<file path="src/rtl/run_det_pkg.sv">
// run_det_pkg: shared state encoding and width helpers for the run detector
package run_det_pkg;

    typedef enum logic [1:0] {
        S_IDLE  = 2'd0,
        S_ONES  = 2'd1,
        S_ZEROS = 2'd2
    } state_t;

    function automatic int clog2(input int n);
        int r;
        r = 0;
        while ((1 << r) < n) r++;
        return r;
    endfunction

    // Width able to hold the longer of the two run lengths, never below 1
    function automatic int rcw(input int a, input int b);
        int w;
        w = clog2((a > b ? a : b) + 1);
        return w < 1 ? 1 : w;
    endfunction

endpackage

</file>
<file path="src/rtl/sat_counter.sv">
// sat_counter: up counter with synchronous clear that sticks at all-ones
module sat_counter #(
    parameter int W = 8
) (
    input  logic         clk,
    input  logic         rst,
    input  logic         clr,
    input  logic         inc,
    output logic [W-1:0] cnt
);

    // Count up on inc, hold at the maximum instead of wrapping
    always_ff @(posedge clk) begin
        if (rst || clr)
            cnt <= '0;
        else if (inc && cnt != '1)
            cnt <= cnt + W'(1);
    end

endmodule

</file>
<file path="src/rtl/run_length_detector.sv">
// run_length_detector: flags runs of ONES_LEN 1s and ZEROS_LEN 0s on a qualified serial stream
module run_length_detector
    import run_det_pkg::*;
#(
    parameter int  ONES_LEN  = 3,
    parameter int  ZEROS_LEN = 2,
    parameter int  OVERLAP   = 1,
    parameter int  MCW       = 8,
    localparam int RCW       = rcw(ONES_LEN, ZEROS_LEN)
) (
    input  logic           clk,
    input  logic           rst,
    input  logic           clr,
    input  logic           en,
    input  logic           x,
    output logic           z,
    output logic           z_ones,
    output logic           z_zeros,
    output logic [RCW-1:0] run_len,
    output logic           run_pol,
    output logic [MCW-1:0] match_cnt
);

    localparam logic [RCW:0] L1   = (RCW + 1)'(ONES_LEN);
    localparam logic [RCW:0] L0   = (RCW + 1)'(ZEROS_LEN);
    localparam logic [RCW:0] RMAX = (RCW + 1)'((1 << RCW) - 1);

    if (ONES_LEN < 0 || ONES_LEN >= 65536 || ZEROS_LEN < 0 || ZEROS_LEN >= 65536 || MCW < 1) begin : g_bad_params
        $error("run_length_detector: illegal parameter values");
    end

    state_t         state;
    logic           same;
    logic           hit;
    logic [RCW:0]   len;
    logic [RCW:0]   n;
    logic [RCW:0]   cap;
    logic [RCW:0]   nsat;
    logic [RCW-1:0] nxt;

    // Next run length for the incoming bit, its saturation cap and the hit decision
    always_comb begin
        same = x ? (state == S_ONES) : (state == S_ZEROS);
        len  = x ? L1 : L0;
        n    = same ? {1'b0, run_len} + (RCW + 1)'(1) : (RCW + 1)'(1);
        cap  = (len == '0) ? RMAX : len;
        nsat = (n > cap) ? cap : n;
        hit  = (len != '0) && ((OVERLAP != 0) ? (n >= len) : (n == len));
        nxt  = (OVERLAP == 0 && hit) ? '0 : nsat[RCW-1:0];
    end

    // Polarity state, run length and registered one-cycle hit pulses
    always_ff @(posedge clk) begin
        if (rst || clr) begin
            state   <= S_IDLE;
            run_len <= '0;
            z       <= 1'b0;
            z_ones  <= 1'b0;
            z_zeros <= 1'b0;
        end else begin
            z       <= en && hit;
            z_ones  <= en && hit && x;
            z_zeros <= en && hit && !x;
            if (en) begin
                state   <= x ? S_ONES : S_ZEROS;
                run_len <= nxt;
            end
        end
    end

    assign run_pol = (state == S_ONES);

    sat_counter #(.W(MCW)) u_match_cnt (
        .clk (clk),
        .rst (rst),
        .clr (clr),
        .inc (en && hit),
        .cnt (match_cnt)
    );

endmodule

</file>
<file path="config.mk">
export PLATFORM = sky130hd
export DESIGN_NAME = run_length_detector
export DESIGN_NICKNAME = d
export VERILOG_FILES = /design/src/rtl/run_det_pkg.sv /design/src/rtl/sat_counter.sv /design/src/rtl/run_length_detector.sv
export SDC_FILE = /design/constraint.sdc
export NUM_CORES = 1
export LEC_CHECK = 0
export CORE_MARGIN = 4
export CORE_UTILIZATION = 43
export CTS_BUF_LIST = sky130_fd_sc_hd__clkbuf_4 sky130_fd_sc_hd__clkbuf_8 sky130_fd_sc_hd__clkbuf_16
export CTS_CLUSTER_DIAMETER = 60
export DETAILED_ROUTE_END_ITERATION = 16
export HOLD_SLACK_MARGIN = 0.1
export PLACE_DENSITY = 0.73
export SYNTH_ARGS = -nofsm -noshare
export SYNTH_HDL_FRONTEND = slang
export SYNTH_SLANG_ARGS = --single-unit
</file>
<file path="constraint.sdc">
create_clock -name clk -period 2.2 [get_ports clk]
set_input_delay 0.44 -clock clk [delete_from_list [all_inputs] [get_ports clk]]
set_output_delay 0.44 -clock clk [all_outputs]
set_load 0.005 [all_outputs]
</file>
==> run_summary.xml <==
<?xml version="1.0" encoding="UTF-8"?>
<metrics>
  <group name="synth">
    <metric name="area_of_the_mapped_netlist" unit="sq um">807.0</metric>
    <metric name="post_synth_num_cell_types" unit="">33</metric>
    <metric name="synth_largest_area_cell" unit="">dfxtp_1</metric>
    <metric name="synth_sequential_area_ratio" unit="%">37.21</metric>
    <metric name="yosys-top-cells-area" unit="">dfxtp_1 37%, mux2i_1 8.7%, ha_1 4.7%, nor4_1 3.9%, a21oi_1 3.1%</metric>
    <metric name="synth_fp_nets" unit="">94</metric>
    <metric name="synthesis.area_per_instance" unit="sq um">9.384</metric>
    <metric name="yosysTopAreaCellShare" unit="%">37.21</metric>
    <metric name="synthesis_stage_register_bit_count" unit="">15</metric>
    <metric name="synth-warning-count" unit="">0</metric>
    <metric name="post_synth_inst_count" unit="">86</metric>
  </group>
  <group name="timing">
    <metric name="holdWs" unit="ps">499.0</metric>
    <metric name="fmaxAchievable" unit="MHz">470.8</metric>
    <metric name="timing.slew.headroom" unit="%">59.55</metric>
    <metric name="finalCritPeriodShare" unit="%">96.54</metric>
    <metric name="worst_slew_pin_slew" unit="ps">604.8</metric>
    <metric name="clock_skew" unit="ps">2.477</metric>
    <metric name="setup_violations" unit="">0</metric>
    <metric name="hold_viol" unit="">0</metric>
    <metric name="final-max-slew-violation-count" unit="">0</metric>
    <metric name="grt_setup_unrepaired" unit="">false</metric>
    <metric name="final.min_clock_period" unit="ps">2124</metric>
  </group>
  <group name="placement">
    <metric name="finalWeightedCongestion" unit="">0.8435</metric>
    <metric name="placement.cell_area" unit="sq um">1054</metric>
    <metric name="placement.io_buffers" unit="">18</metric>
    <metric name="place.detailed.hpwl" unit="um">1371</metric>
  </group>
  <group name="floorplan">
    <metric name="coreArea" unit="sq um">1745</metric>
    <metric name="design.die.area" unit="sq um">2634</metric>
    <metric name="die-width" unit="um">51.32</metric>
    <metric name="core.rowCount" unit="">15</metric>
    <metric name="initial_cell_density_of_the_core" unit="%">46.24</metric>
    <metric name="die_h" unit="um">51.32</metric>
    <metric name="ios" unit="">19</metric>
  </group>
  <group name="flow_run">
    <metric name="maxCapViolCount" unit="">0</metric>
  </group>
  <group name="setup_path">
    <metric name="cell_breakdown_of_the_critical_path" unit="">clkdlybuf4s15_1, buf_4, a22o_2, and2_4, ha_4, or2b_4, a21oi_4, buf_6, or4_4, a21oi_2</metric>
    <metric name="critPathMaxStageDelay" unit="ps">480</metric>
    <metric name="worst_path_max_delay_cell" unit="">or4_4</metric>
    <metric name="worst_r2r_path_depth" unit="">9</metric>
    <metric name="timing.rr.end" unit="">u_match_cnt.cnt[6]$_SDFFE_PP0P_</metric>
    <metric name="critPathKind" unit="">input port to flip-flop</metric>
    <metric name="cp_max_fo" unit="">5</metric>
    <metric name="start_kind" unit="">input port</metric>
    <metric name="reg2reg_setup_slack" unit="ps">100</metric>
    <metric name="category_of_the_worst_setup_path_capture_point" unit="">flip-flop</metric>
    <metric name="r2r-start" unit="">state[0]$_SDFFE_PP0P_</metric>
    <metric name="worst_ep_arrival_time" unit="ps">2350</metric>
    <metric name="cp_data_required_time" unit="ps">2430</metric>
  </group>
  <group name="routing">
    <metric name="postRouteAntennaNets" unit="">0</metric>
    <metric name="routed_wirelength" unit="um">1965</metric>
    <metric name="detailedRoute.firstPassIterationCount" unit="">2</metric>
    <metric name="post_drt_via_cell_ratio" unit="">5.586</metric>
    <metric name="drcViolationCount" unit="">0</metric>
    <metric name="initial_drc_count" unit="">10</metric>
    <metric name="vias" unit="">782</metric>
    <metric name="wl_per_cell" unit="um">14.04</metric>
  </group>
  <group name="grt">
    <metric name="gr-total-overflow" unit="">0</metric>
    <metric name="track_usage" unit="%">16.16</metric>
    <metric name="grt_pass1_wl" unit="um">3222</metric>
    <metric name="grt_antenna_before_repair" unit="">0</metric>
    <metric name="first_global_vias" unit="">775</metric>
    <metric name="grt_start_max_net_pins" unit="">12</metric>
  </group>
  <group name="cts">
    <metric name="cts_hold_buf" unit="">0</metric>
    <metric name="htreeDepth" unit="">1</metric>
    <metric name="cts_made_buffers" unit="">3</metric>
    <metric name="clock_sink_count" unit="">15</metric>
    <metric name="tritoncts" unit="">yes</metric>
    <metric name="clk_pin_slew" unit="ps">90</metric>
    <metric name="worstSkewPairLatency" unit="ps">280</metric>
    <metric name="max-clock-path-buffers" unit="">2</metric>
    <metric name="ctsRootBufferMaster" unit="">clkbuf_4</metric>
  </group>
  <group name="layout">
    <metric name="num-fill-cells" unit="">148</metric>
    <metric name="layout.cells.most_common_list" unit="">17 x clkdlybuf4s50_1, 13 x dfxtp_1, 9 x buf_4, 7 x mux2i_1</metric>
    <metric name="finish.net_count" unit="">124</metric>
    <metric name="area_growth" unit="%">43.26</metric>
    <metric name="antenna-diode-count" unit="">0</metric>
    <metric name="layout_commonest_cell" unit="">clkdlybuf4s50_1</metric>
    <metric name="post-route-cell-area" unit="sq um">1156</metric>
    <metric name="share_of_final_layout_standard_cells_stronger_than_drive_strength_1" unit="%">29.57</metric>
  </group>
  <group name="run_status">
    <metric name="result_of_the_run" unit="">finished clean</metric>
  </group>
  <group name="power">
    <metric name="cellLeakagePower" unit="nW">0.3966</metric>
    <metric name="power_density" unit="nW/um^2">431.8</metric>
    <metric name="ir_worst_vdd" unit="uV">262.3</metric>
  </group>
  <group name="hold_path">
    <metric name="worst_hold_path_type" unit="">flip-flop to flip-flop</metric>
    <metric name="timing.hold.worst_endpoint" unit="">run_len[1]$_SDFFE_PP0P_</metric>
    <metric name="whs_path_depth" unit="">2</metric>
    <metric name="hp-start" unit="">run_len[1]$_SDFFE_PP0P_</metric>
  </group>
</metrics>
## through the flow
| step | TNS [ps] | setup WS (ps) | instances | power, W | util [%] |
|---|---|---|---|---|---|
| 3_3_place_gp | -4633 | -482.5 | 135 | 0.0003360 | 60.36 |
| 4_1_cts | 0 | 2.035 | 140 | 0.0004994 | 63.87 |
| 6_report | 0 | 76.13 | 140 | 0.0004992 | 66.24 |
| 5_1_grt | 0 | 4.985 | 140 | 0.0005181 | 66.24 |
| 3_5_place_dp | -5406 | -546.8 | 135 | 0.0003378 | 60.36 |
| 2_1_floorplan | 0 | 41.14 | 86 | 0.0003131 | - |
## routing by layer
metal	wire length [um]	vias to the layer above	global-route usage, %
met5	0	-	0
met4	34	0	9.607
met3	87	4	3.499
met2	991	15	26.82
met1	852	376	18.90
li1	-	387	-
## cells in the mapped netlist
cell      instances
a211oi_1          1
a21oi_1           5
a22o_2            1
a31oi_2           1
and2_1            1
and3_2            1
and4b_1           1
buf_4             1
buf_6             2
clkbuf_8          1
dfxtp_1          15
ha_1              3
inv_1             1
mux2i_1           7
nand2_1           6
nand2b_1          1
nand3_1           5
nand4_1           2
nor2_1            6
nor2b_1           1
nor3_1            2
nor4_1            5
nor4_2            2
o211ai_1          1
o21a_1            1
o21ai_0           1
o221a_2           1
o31a_2            1
o31ai_1           2
or2_2             1
or2b_2            1
or3_1             4
or4_1             2
## flip-flops by register name, indices dropped and copies added (netlist names)
name             flops
z_zeros              1
state                2
run_len              2
z_ones               1
u_match_cnt.cnt      8
z                    1
## timing repair
| item | 4_1_cts | 5_1_grt |
|---|---|---|
| buffers inserted | 2 | 0 |
| endpoints found under the setup margin | 11 | 10 |
| resized for setup | 4 | 10 |
| pin swaps | 2 | 2 |
| hold endpoints to repair | 0 | 0 |
## layout make-up
class | instances | area [sq um] | share of cell area, %
well taps | 25 | 31.28 | 2.706
clock buffers | 3 | 22.52 | 1.948
flip-flops and latches | 15 | 302.8 | 26.19
clock inverters | 1 | 5.005 | 0.4329
inverters | 1 | 3.754 | 0.3247
repair buffers | 29 | 279.0 | 24.13
multi-input cells | 66 | 511.7 | 44.26
## worst max path at each step
stage | startpoint | endpoint | depth (start not counted)
after floorplan | x | u_match_cnt.cnt[2]$_SDFFE_PP0P_ | 9
after global placement | x | u_match_cnt.cnt[0]$_SDFFE_PP0P_ | 10
after detailed placement | x | u_match_cnt.cnt[0]$_SDFFE_PP0P_ | 10
after CTS | x | u_match_cnt.cnt[0]$_SDFFE_PP0P_ | 10
after global routing | x | u_match_cnt.cnt[6]$_SDFFE_PP0P_ | 10
final | x | u_match_cnt.cnt[6]$_SDFFE_PP0P_ | 10
## worst max-delay path, delay by kind of cell
family                   cells  cell delay [ps]
AO/OA/AOI/OAI                3              420
adder cells (fa/ha/maj)      1              260
buffers and inverters        3              470
AND/OR/NAND/NOR              3              750
## where the power goes
group	internal, W	switching (W)
clock	0.0000675	0.0000910
combinational	0.0000343	0.0000294
sequential	0.000274	0.00000297
## cell families after synthesis
logic type      synth area share [%]
simple gates                   29.77
compound gates                 13.80
flops                          37.21
mux                            8.683
buf+inv                        5.891
fa+ha+maj                      4.652
No activity file was read; power rests on OpenSTA's default activity.
